--- src/rtl/cpu_pkg.sv ---
// Shared definitions for the 8-bit accumulator CPU: opcodes, sequencer
// phases and default bus widths.
package cpu_pkg;

   localparam int AW_DEF = 5;
   localparam int DW_DEF = 8;

   typedef enum logic [2:0] {
      HLT = 3'd0,
      SKZ = 3'd1,
      ADD = 3'd2,
      AND = 3'd3,
      XOR = 3'd4,
      LDA = 3'd5,
      STO = 3'd6,
      JMP = 3'd7
   } opcode_e;

   typedef enum logic [3:0] {
      INST_ADDR  = 4'd0,
      INST_FETCH = 4'd1,
      INST_LOAD  = 4'd2,
      IDLE       = 4'd3,
      OP_ADDR    = 4'd4,
      OP_FETCH   = 4'd5,
      ALU_OP     = 4'd6,
      STORE      = 4'd7,
      HALTED     = 4'd8
   } state_e;

   // Opcodes that read an operand from memory and load the accumulator.
   function automatic logic is_aluop(input opcode_e op);
      return (op == ADD) || (op == AND) || (op == XOR) || (op == LDA);
   endfunction

endpackage

--- src/rtl/seq_ctrl.sv ---
// Eight-phase control sequencer: fetches an instruction into the IR,
// decodes it and strobes the PC, memory and accumulator controls.
module seq_ctrl
   import cpu_pkg::*;
#(
   parameter int AW = AW_DEF,
   parameter int DW = DW_DEF
) (
   input  logic          pclk,
   input  logic          rst,
   input  logic [DW-1:0] mem_data,
   input  logic          zero,
   output logic [AW-1:0] adir,
   output logic          ldpc,
   output logic          incpc,
   output logic          sel,
   output logic          rd,
   output logic          wr,
   output logic          ld_ir,
   output logic          ld_ac,
   output logic          data_oe,
   output logic          halt,
   output logic [2:0]    opcode
);

   state_e        state_q, state_d;
   logic [DW-1:0] ir_q, ir_d;
   opcode_e       op;

   assign op     = opcode_e'(ir_q[DW-1 -: 3]);
   assign opcode = ir_q[DW-1 -: 3];
   assign adir   = ir_q[AW-1:0];

   // State and instruction register; reset restarts the fetch and clears IR.
   always_ff @(posedge pclk) begin
      if (rst) begin
         state_q <= INST_ADDR;
         ir_q    <= '0;
      end else begin
         state_q <= state_d;
         ir_q    <= ir_d;
      end
   end

   // Phase sequencing; IR captures the bus only at the end of INST_LOAD.
   always_comb begin
      state_d = state_q;
      ir_d    = ir_q;
      case (state_q)
         INST_ADDR:  state_d = INST_FETCH;
         INST_FETCH: state_d = INST_LOAD;
         INST_LOAD: begin
            ir_d    = mem_data;
            state_d = IDLE;
         end
         IDLE:       state_d = OP_ADDR;
         OP_ADDR:    state_d = (op == HLT) ? HALTED : OP_FETCH;
         OP_FETCH:   state_d = ALU_OP;
         ALU_OP:     state_d = STORE;
         STORE:      state_d = INST_ADDR;
         HALTED:     state_d = HALTED;
         default:    state_d = INST_ADDR;
      endcase
   end

   // Output decode; while rst is high the INST_ADDR decode is forced so no
   // strobe from an interrupted instruction can reach the datapath.
   always_comb begin
      ldpc    = 1'b0;
      incpc   = 1'b0;
      sel     = 1'b0;
      rd      = 1'b0;
      wr      = 1'b0;
      ld_ir   = 1'b0;
      ld_ac   = 1'b0;
      data_oe = 1'b0;
      halt    = 1'b0;
      if (rst) begin
         sel = 1'b1;
      end else begin
         case (state_q)
            INST_ADDR: sel = 1'b1;
            INST_FETCH: begin
               sel = 1'b1;
               rd  = 1'b1;
            end
            INST_LOAD, IDLE: begin
               // ld_ir stays high through IDLE for bus timing only.
               sel   = 1'b1;
               rd    = 1'b1;
               ld_ir = 1'b1;
            end
            OP_ADDR: begin
               if (op == HLT) halt  = 1'b1;
               else           incpc = 1'b1;
            end
            OP_FETCH: rd = is_aluop(op);
            ALU_OP: begin
               // A taken SKZ skips the next word; JMP overrides the earlier +1.
               rd      = is_aluop(op);
               incpc   = (op == SKZ) && zero;
               ldpc    = (op == JMP);
               data_oe = (op == STO);
            end
            STORE: begin
               rd      = is_aluop(op);
               ld_ac   = is_aluop(op);
               wr      = (op == STO);
               data_oe = (op == STO);
            end
            HALTED:  halt = 1'b1;
            default: sel  = 1'b1;
         endcase
      end
   end

endmodule

--- config.mk ---
export PLATFORM = sky130hd
export DESIGN_NAME = seq_ctrl
export DESIGN_NICKNAME = d
export VERILOG_FILES = /design/src/rtl/cpu_pkg.sv /design/src/rtl/seq_ctrl.sv
export SDC_FILE = /design/constraint.sdc
export NUM_CORES = 1
export LEC_CHECK = 0
export BUFFER_PORTS_ARGS = -buffer_cell sky130_fd_sc_hd__buf_4
export CAP_MARGIN = 10
export CORE_AREA = 2 2 39 41
export CTS_CLUSTER_DIAMETER = 50
export DETAILED_ROUTE_END_ITERATION = 6
export DIE_AREA = 0 0 41 43
export PLACE_DENSITY = 0.75
export SYNTH_ARGS = -nofsm -noshare
export SYNTH_HDL_FRONTEND = slang
export SYNTH_SLANG_ARGS = --single-unit
--- constraint.sdc ---
create_clock -name pclk -period 3.9 [get_ports pclk]
set_clock_uncertainty 0.15 [all_clocks]
set_input_delay 0.585 -clock pclk [delete_from_list [all_inputs] [get_ports pclk]]
set_output_delay 0.585 -clock pclk [all_outputs]
set_load 0.005 [all_outputs]
---- Word level (Yosys, flattened, before mapping) ----
Index checks and enable logic that the tools add are counted.
storage, ports and cells
  register bits ........................... 12
  output and inout port bits .............. 17
  word-level logic and storage cells ...... 50
operators by class
  equal/unequal tests ..................... 15
  multiplexer cells ....................... 22
  reductions and logical operators ........ 11
operators with widths
  cell                                                             number
  4-bit case mux with 8 select lines                               1
  1-bit 2-to-1 mux                                                 17
  4-bit by 3-bit == test with 1-bit output, second input constant  4
  3-bit == test, second input constant                             4
  4-bit by 2-bit == test with 1-bit output, second input constant  2
  3-bit by 2-bit == test with 1-bit output, second input constant  2
  1-bit case mux with 2 select lines                               3
  3-bit OR reduction                                               2
  5-bit OR reduction                                               1
  4-bit by 1-bit == test with 1-bit output, second input constant  1
  4-bit == test, second input constant                             1
  4-bit logical NOT                                                1
  4-bit 2-to-1 mux                                                 1
  2-bit OR reduction                                               2
  3-bit by 1-bit == test with 1-bit output, second input constant  1
  3-bit logical NOT                                                1
  1-bit logical OR                                                 3
  1-bit logical AND                                                1

---- Logic depth before layout (Yosys ltp) ----
Gate-level depths: netlist of run 1.
  depth in word-level cells ............... 6
  gate-level depth with buffers ........... 5
  depth with buffers taken out ............ 3

---- Worst setup path after synthesis of run 1 ----
Ideal clock, no wire load.
  path type ............................... input port to output port
  from .................................... in rst
  to ...................................... out wr
  arrival time ............................ 1,320 ps
  data required time ...................... 3,165 ps
  setup slack ............................. 1,845 ps
  cell stages on the path ................. 3
  path buffers ............................ 0
  cell sequence ........................... or3b_4 nor3_2 and2_1
between the ends
  word-level cells in the longest chain between the ends .. 1
ends and longest elaborated chain
  what              RTL line        text
  start, declared   seq_ctrl.sv:10  input logic rst,
  1-bit 2-to-1 mux  seq_ctrl.sv:78  if (rst) begin
  end, declared     seq_ctrl.sv:18  output logic wr,
No other way between the ends.

---- Final worst setup path of run 1 ----
  from .................................... reg state_q[2]
  to ...................................... out ldpc
between the ends
  word-level cells in the longest chain between the ends .. 3
ends and longest elaborated chain
  what                                      RTL line        text
  start, declared                           seq_ctrl.sv:26  state_e state_q, state_d;
  start signal, assigned                    seq_ctrl.sv:40  state_q <= state_d;
  4-bit by 3-bit == test with 1-bit output  seq_ctrl.sv:81  case (state_q)
  1-bit 2-to-1 mux                          seq_ctrl.sv:81
  1-bit 2-to-1 mux                          seq_ctrl.sv:78
  end, declared                             seq_ctrl.sv:14  output logic ldpc,
No other way between the ends.

==> flow_metrics.py, run 1 <==
metrics = {
    "critical_path": {
        "max_stage_delay_ns": 0.52,
        "arrival_ns": 1.72,
        "cp.depth": 3,
        "path_delay_family": "simple AND/OR/NAND/NOR gates",
        "cp-end-kind": "output port",
        "critical-path-slowest-cell": "dfxtp_1",
        "startpoint_type": "register",
        "required_ns": 3.16,
        "cp-startpoint": "state_q[2]$_SDFF_PP0_",
        "crit_end": "ldpc",
        "cp_cell_sequence": "or3b_4 > nor4b_1 > buf_4",
        "crit_buf_inv": 1,
        "timing.rr.start": "state_q[1]$_SDFF_PP0_",
        "rr_endpoint": "ir_q[2]$_SDFFE_PP0P_",
        "rrSetupSlack_ns": 2.26,
        "path_class": "reg2out",
        "cp_max_fo": 9,
        "r2r_cells": 3,
    },
    "clock_tree": {
        "clk_pin_slew_ns": 0.08,
        "htreeDepth": 1,
        "insertion_delay_ns": 0.27,
        "postCtsHoldBufs": 0,
        "cts_tree": "built",
        "cts.path.max_buffers": 2,
        "clock-root-buffer": "clkbuf_4",
        "cts_resized": 0,
        "cts_sinks": 12,
        "cts_made_buffers": 3,
        "cts_setup_buffers": 0,
    },
    "cells_and_area": {
        "final_util_pct": 59.9,
        "area_delta_synth_final_pct": 38.2,
        "diodes": 0,
        "drive_gt1_share_pct": 35.7,
        "finalNetCount": 110,
        "fill_cells": 148,
        "layout.cells.non_filler": 114,
    },
    "pwr": {
        "leakagePower_nw": 0.341,
        "seq_power_share_pct": 48.5,
        "p_clk_share_pct": 32.8,
        "p_sw_share_pct": 27.5,
        "switching_power_mw": 0.0830,
        "pwr-share-comb_pct": 18.7,
        "cellPowerDensity_nw_per_um2": 364,
        "vdd_ir_drop_max_mv": 0.214,
        "p_int_mw": 0.218,
    },
    "global_route": {
        "grt-ovfl-total": 0,
        "track_usage_pct": 18.7,
        "grt_max_degree": 14,
        "antenna_found_initial": 0,
        "grt_pass1_wl_um": 2240,
        "grt_pass1_vias": 528,
    },
    "route": {
        "routed.top_layer": "met4",
        "drtIter0Drc": 6,
        "dr.pass1.iters": 3,
        "wl_um": 1380,
        "viasPerCell": 5.11,
        "drc": 0,
        "wl_per_cell_um": 12.1,
        "ant_nets": 0,
        "wl_met1_um": 601,
        "vias": 583,
        "met3_length_um": 89,
        "route.met2.wl_um": 678,
    },
    "min_path": {
        "hp-class": "reg2reg",
        "hp-start": "ir_q[3]$_SDFFE_PP0P_",
    },
    "timing": {
        "layout_min_cycle_time_ns": 2.45,
        "setup-tns-final_ns": 0,
        "max_freq_mhz": 408,
        "max_slew_margin_pct": 63.2,
        "setup_viol": 0,
        "grt_setup_unrepaired": "no",
        "worst_pin_slew_ns": 0.547,
        "finalHoldViolCount": 0,
        "finalMaxSlewViolations": 0,
        "finalCritPeriodShare_pct": 62.8,
    },
    "yosys": {
        "netlist_area_um2": 599,
        "yosysTopAreaCell": "dfxtp_1",
        "syn_avg_cell_area_um2": 8.32,
        "synthCells": 72,
        "synth_seq_area_share_pct": 40.1,
        "synth_top_area_share_pct": 40.1,
        "synthesis.nets": 83,
        "ys_top_cells_by_area": "dfxtp_1 40%, nand2_1 11%, a21oi_1 7.5%, nor4b_4 4.0%, xnor2_1 2.9%",
        "synth_seq_cells": 12,
        "synth_warnings": 0,
        "yosys.cell_types.count": 26,
    },
    "placed_design": {
        "numPortBuffers": 27,
        "place.gp.congestion": 0.687,
        "dp_hpwl_um": 1030,
        "placedCellCount": 110,
    },
    "floorplanning": {
        "start_util_pct": 43.3,
        "io-pin-count": 28,
        "rows": 14,
        "die_x_um": 41,
        "core_um2": 1380,
        "die_h_um": 43,
        "die-area_um2": 1760,
    },
    "flow_run": {
        "maxCapViolations": 0,
    },
    "run_status": {
        "outcome": "finished, final reports clean",
    },
}
-- routing by layer --
layer  vias to the layer above  global-route usage [%]
met5                         -                       0
li1                        302                       -
met4                         0                    10.0
met3                         2                    5.76
met1                       262                    22.7
met2                        17                    28.1
-- state kept, by name, summed over array words and instances, names as in the netlist --
| signal | cells |
|---|---|
| ir_q | 8 |
| state_q | 4 |
-- stage by stage --
| step | total power, mW | cell area (um^2) | hold WS, ns | setup slack, ns |
|---|---|---|---|---|
| finish | 0.301 | 828 | 0.313 | 1.45 |
| floorplan | 0.181 | 599 | 0.303 | 1.84 |
| detailed placement | 0.206 | 792 | 0.301 | 1.54 |
| global route | 0.319 | 828 | 0.346 | 1.35 |
| CTS | 0.306 | 828 | 0.315 | 1.43 |
| global placement | 0.204 | 792 | 0.296 | 1.57 |
-- placed cells by master, fill, tap and decap left out, types with 2 or more instances in the layout --
cell type and instances:
xnor2_1 2, a21oi_1 9, dfxtp_1 12, clkbuf_4 3
a211oi_1 2, and2_1 2, nand2_1 18, buf_4 27
nor2_1 3, nor3_1 3, nor4_1 2
-- worst min path at each step --
stage / endpoint / slack (ns) / depth (start not counted)
finish: ir_q[3]$_SDFFE_PP0P_ / 0.31 / 2
global route: ir_q[4]$_SDFFE_PP0P_ / 0.35 / 2
CTS: ir_q[3]$_SDFFE_PP0P_ / 0.32 / 2
detailed placement: ir_q[3]$_SDFFE_PP0P_ / 0.30 / 2
global placement: ir_q[1]$_SDFFE_PP0P_ / 0.30 / 2
floorplan: ir_q[0]$_SDFFE_PP0P_ / 0.30 / 2
-- worst register-to-register path, cell delays in order (launching register included) --
cell	delay, ns
dfxtp_1	0.56
or4b_1	0.64
nand2_1	0.12
a21oi_1	0.07
-- power groups by stage --
stage	logic [mW]	clock network, mW	registers, mW
3_5_place_dp	0.0569	0	0.149
4_1_cts	0.0570	0.103	0.146
2_1_floorplan	0.0409	0	0.140
3_3_place_gp	0.0554	0	0.149
5_1_grt	0.0629	0.108	0.148
6_report	0.0564	0.0989	0.146
-- final cells by class --
class | instances | area (um^2) | area share (%)
flip-flops and latches | 12 | 240 | 29.0
multi-input cells | 54 | 325 | 39.3
clock buffers | 4 | 36.3 | 4.38
inverters | 1 | 3.75 | 0.453
repair buffers | 27 | 203 | 24.5
well taps | 16 | 20.0 | 2.42
-- synth_stat cells --
cell type and instances:
nand2_1 18, dfxtp_1 12, a21oi_1 9, buf_2 3
nor2_1 3, nor3_1 3, a211oi_1 2, and2_1 2
nor4_1 2, xnor2_1 2, a2111oi_2 1, a311oi_1 1
and2b_1 1, buf_6 1, clkbuf_1 1, inv_1 1
nand3_1 1, nor2b_1 1, nor3_2 1, nor4b_1 1
nor4b_4 1, o21bai_1 1, or2_1 1, or3b_4 1
or4b_1 1, xor2_1 1
-- logic make-up (layout without fill, tap and decap cells) --
group / count (synthesis) / count (layout) / synth area share [%]
flip-flops: 12 / 12 / 40.1
AO/OA/AOI/OAI: 14 / 14 / 15.2
XOR/XNOR: 3 / 3 / 4.38
AND/OR/NAND/NOR: 37 / 37 / 34.7
buffers and inverters: 6 / 32 / 5.63
No activity file was read; power rests on OpenSTA's default activity.
==> inputs of run 2 (changes only) <==
--- a/config.mk
+++ b/config.mk
@@ -7,11 +7,10 @@
 export LEC_CHECK = 0
 export BUFFER_PORTS_ARGS = -buffer_cell sky130_fd_sc_hd__buf_4
 export CAP_MARGIN = 10
-export CORE_AREA = 2 2 39 41
+export CORE_UTILIZATION = 39
 export CTS_CLUSTER_DIAMETER = 50
 export DETAILED_ROUTE_END_ITERATION = 6
-export DIE_AREA = 0 0 41 43
-export PLACE_DENSITY = 0.75
+export PLACE_DENSITY = 0.69
 export SYNTH_ARGS = -nofsm -noshare
 export SYNTH_HDL_FRONTEND = slang
 export SYNTH_SLANG_ARGS = --single-unit
==> constraint.sdc (replaced) <==
create_clock -name pclk -period 2.05 [get_ports pclk]
set_clock_uncertainty 0.15 [all_clocks]
set_input_delay 0.3075 -clock pclk [delete_from_list [all_inputs] [get_ports pclk]]
set_output_delay 0.3075 -clock pclk [all_outputs]
set_load 0.005 [all_outputs]
==> flow_metrics.py, run 2 (synthesis results as in run 1) <==
metrics = {
    "route": {
        "ant_nets": 0,
        "wl_per_cell_um": 12.3,
        "drc": 0,
        "drtIter0Drc": 5,
        "vias": 587,
        "viasPerCell": 5.10,
        "wl_um": 1410,
        "dr.pass1.iters": 4,
    },
    "timing": {
        "grt_setup_unrepaired": "no",
        "finalHoldViolCount": 0,
        "setup_viol": 0,
        "layout_min_cycle_time_ns": 1.97,
        "finalMaxSlewViolations": 0,
        "worst_pin_slew_ns": 0.480,
        "hold_slack_ns": 0.119,
        "setup-tns-final_ns": 0,
        "max_freq_mhz": 507,
        "finalCritPeriodShare_pct": 96.3,
        "max_slew_margin_pct": 68.0,
    },
    "cells_and_area": {
        "layout_common_cells": "29 x buf_4, 18 x nand2_1, 10 x dfxtp_1",
        "layout.cells.non_filler": 115,
        "finalNetCount": 112,
        "final_common_cell": "buf_4",
        "diodes": 0,
        "final_util_pct": 62.3,
        "drive_gt1_share_pct": 40.0,
        "regMostFlops": "ir_q",
        "area_delta_synth_final_pct": 42.0,
        "top_regs": "ir_q x8, state_q x4",
        "largest_register_ffs": 8,
    },
    "critical_path": {
        "required_ns": 1.59,
        "path_class": "reg2out",
        "arrival_ns": 1.52,
        "cp_max_fo": 6,
        "cp-end-kind": "output port",
        "startpoint_type": "register",
    },
    "flow_run": {
        "maxCapViolations": 0,
    },
    "clock_tree": {
        "clk_pin_slew_ns": 0.08,
        "cts_sinks": 12,
        "postCtsHoldBufs": 0,
        "cts_made_buffers": 3,
        "clock-root-buffer": "clkbuf_4",
        "cts_setup_buffers": 0,
        "cts.path.max_buffers": 2,
        "htreeDepth": 1,
        "cts_tree": "built",
        "insertion_delay_ns": 0.28,
    },
    "floorplanning": {
        "io-pin-count": 28,
        "core_um2": 1370,
        "die-area_um2": 1700,
        "rows": 13,
        "die_h_um": 41.2,
        "die_x_um": 41.2,
        "start_util_pct": 43.9,
    },
    "run_status": {
        "outcome": "finished, final reports clean",
    },
    "global_route": {
        "grt_pass1_vias": 447,
        "antenna_found_initial": 0,
        "grt_max_degree": 14,
        "grt_pass1_wl_um": 2040,
        "track_usage_pct": 18.7,
        "grt-ovfl-total": 0,
    },
    "pwr": {
        "leakagePower_nw": 0.352,
        "cellPowerDensity_nw_per_um2": 688,
        "vdd_ir_drop_max_mv": 0.323,
        "power_mw": 0.586,
    },
    "placed_design": {
        "dp_hpwl_um": 1060,
        "place.gp.congestion": 0.746,
        "placedCellCount": 111,
        "numPortBuffers": 27,
    },
    "min_path": {
        "hp-class": "in2reg",
    },
}
==> run 2: power by group <==
part,switching (mW),leakage [nW],internal (mW)
registers,0.0278,0.0988,0.250
logic,0.0516,0.232,0.0632
clock network,0.0849,0.0210,0.108
total,0.164,0.352,0.421
==> run 2: path summary, 6_finish.rpt <==
check	startpoint	end	slack, ns	cells past startpoint
max	state_q[3]$_SDFF_PP0_	wr	0.08	4
min	mem_data[2]	ir_q[2]$_SDFFE_PP0P_	0.12	3
max reg2reg	state_q[1]$_SDFF_PP0_	ir_q[7]$_SDFFE_PP0P_	0.41	3
min reg2reg	ir_q[2]$_SDFFE_PP0P_	ir_q[2]$_SDFFE_PP0P_	0.31	2
==> run 2: final cells by class <==
cell class                 instances  area [um^2]
sequential                        12          243
inverter                           1         3.75
fill                             139          515
tap                               15         18.8
timing repair buffer              29          218
clock buffer                       4         36.3
multi-input combinational         54          332
==> run 2: critical path, stage by stage (launching register included) <==
cell	delay, ns
dfxtp_2	0.36
or3b_4	0.43
nor3_2	0.19
and2_1	0.15
buf_4	0.10
==> run 2: metal layers <==
| layer | up-vias | GRT usage, % | part of all wire, % |
|---|---|---|---|
| met2 | 20 | 25.4 | 41 |
| met5 | - | 0 | 0 |
| met1 | 260 | 26.4 | 51 |
| li1 | 305 | - | - |
| met4 | 0 | 7.26 | 1.5 |
| met3 | 2 | 6.52 | 6.6 |
==> run 2: timing repair <==
item                                    CTS  global route
gates cloned                              0             0
endpoints found under the hold margin     0             0
gates resized for setup                   1             2
endpoints found under the setup margin    1             2
==> run 2: per-stage QoR <==
| stage | worst slack, ns | area, um^2 |
|---|---|---|
| after global routing | 0.000104 | 851 |
| after CTS | 0.0152 | 848 |
| after detailed placement | 0.225 | 806 |
| final | 0.0761 | 851 |
| after floorplan | 0.417 | 599 |
| after global placement | 0.255 | 806 |
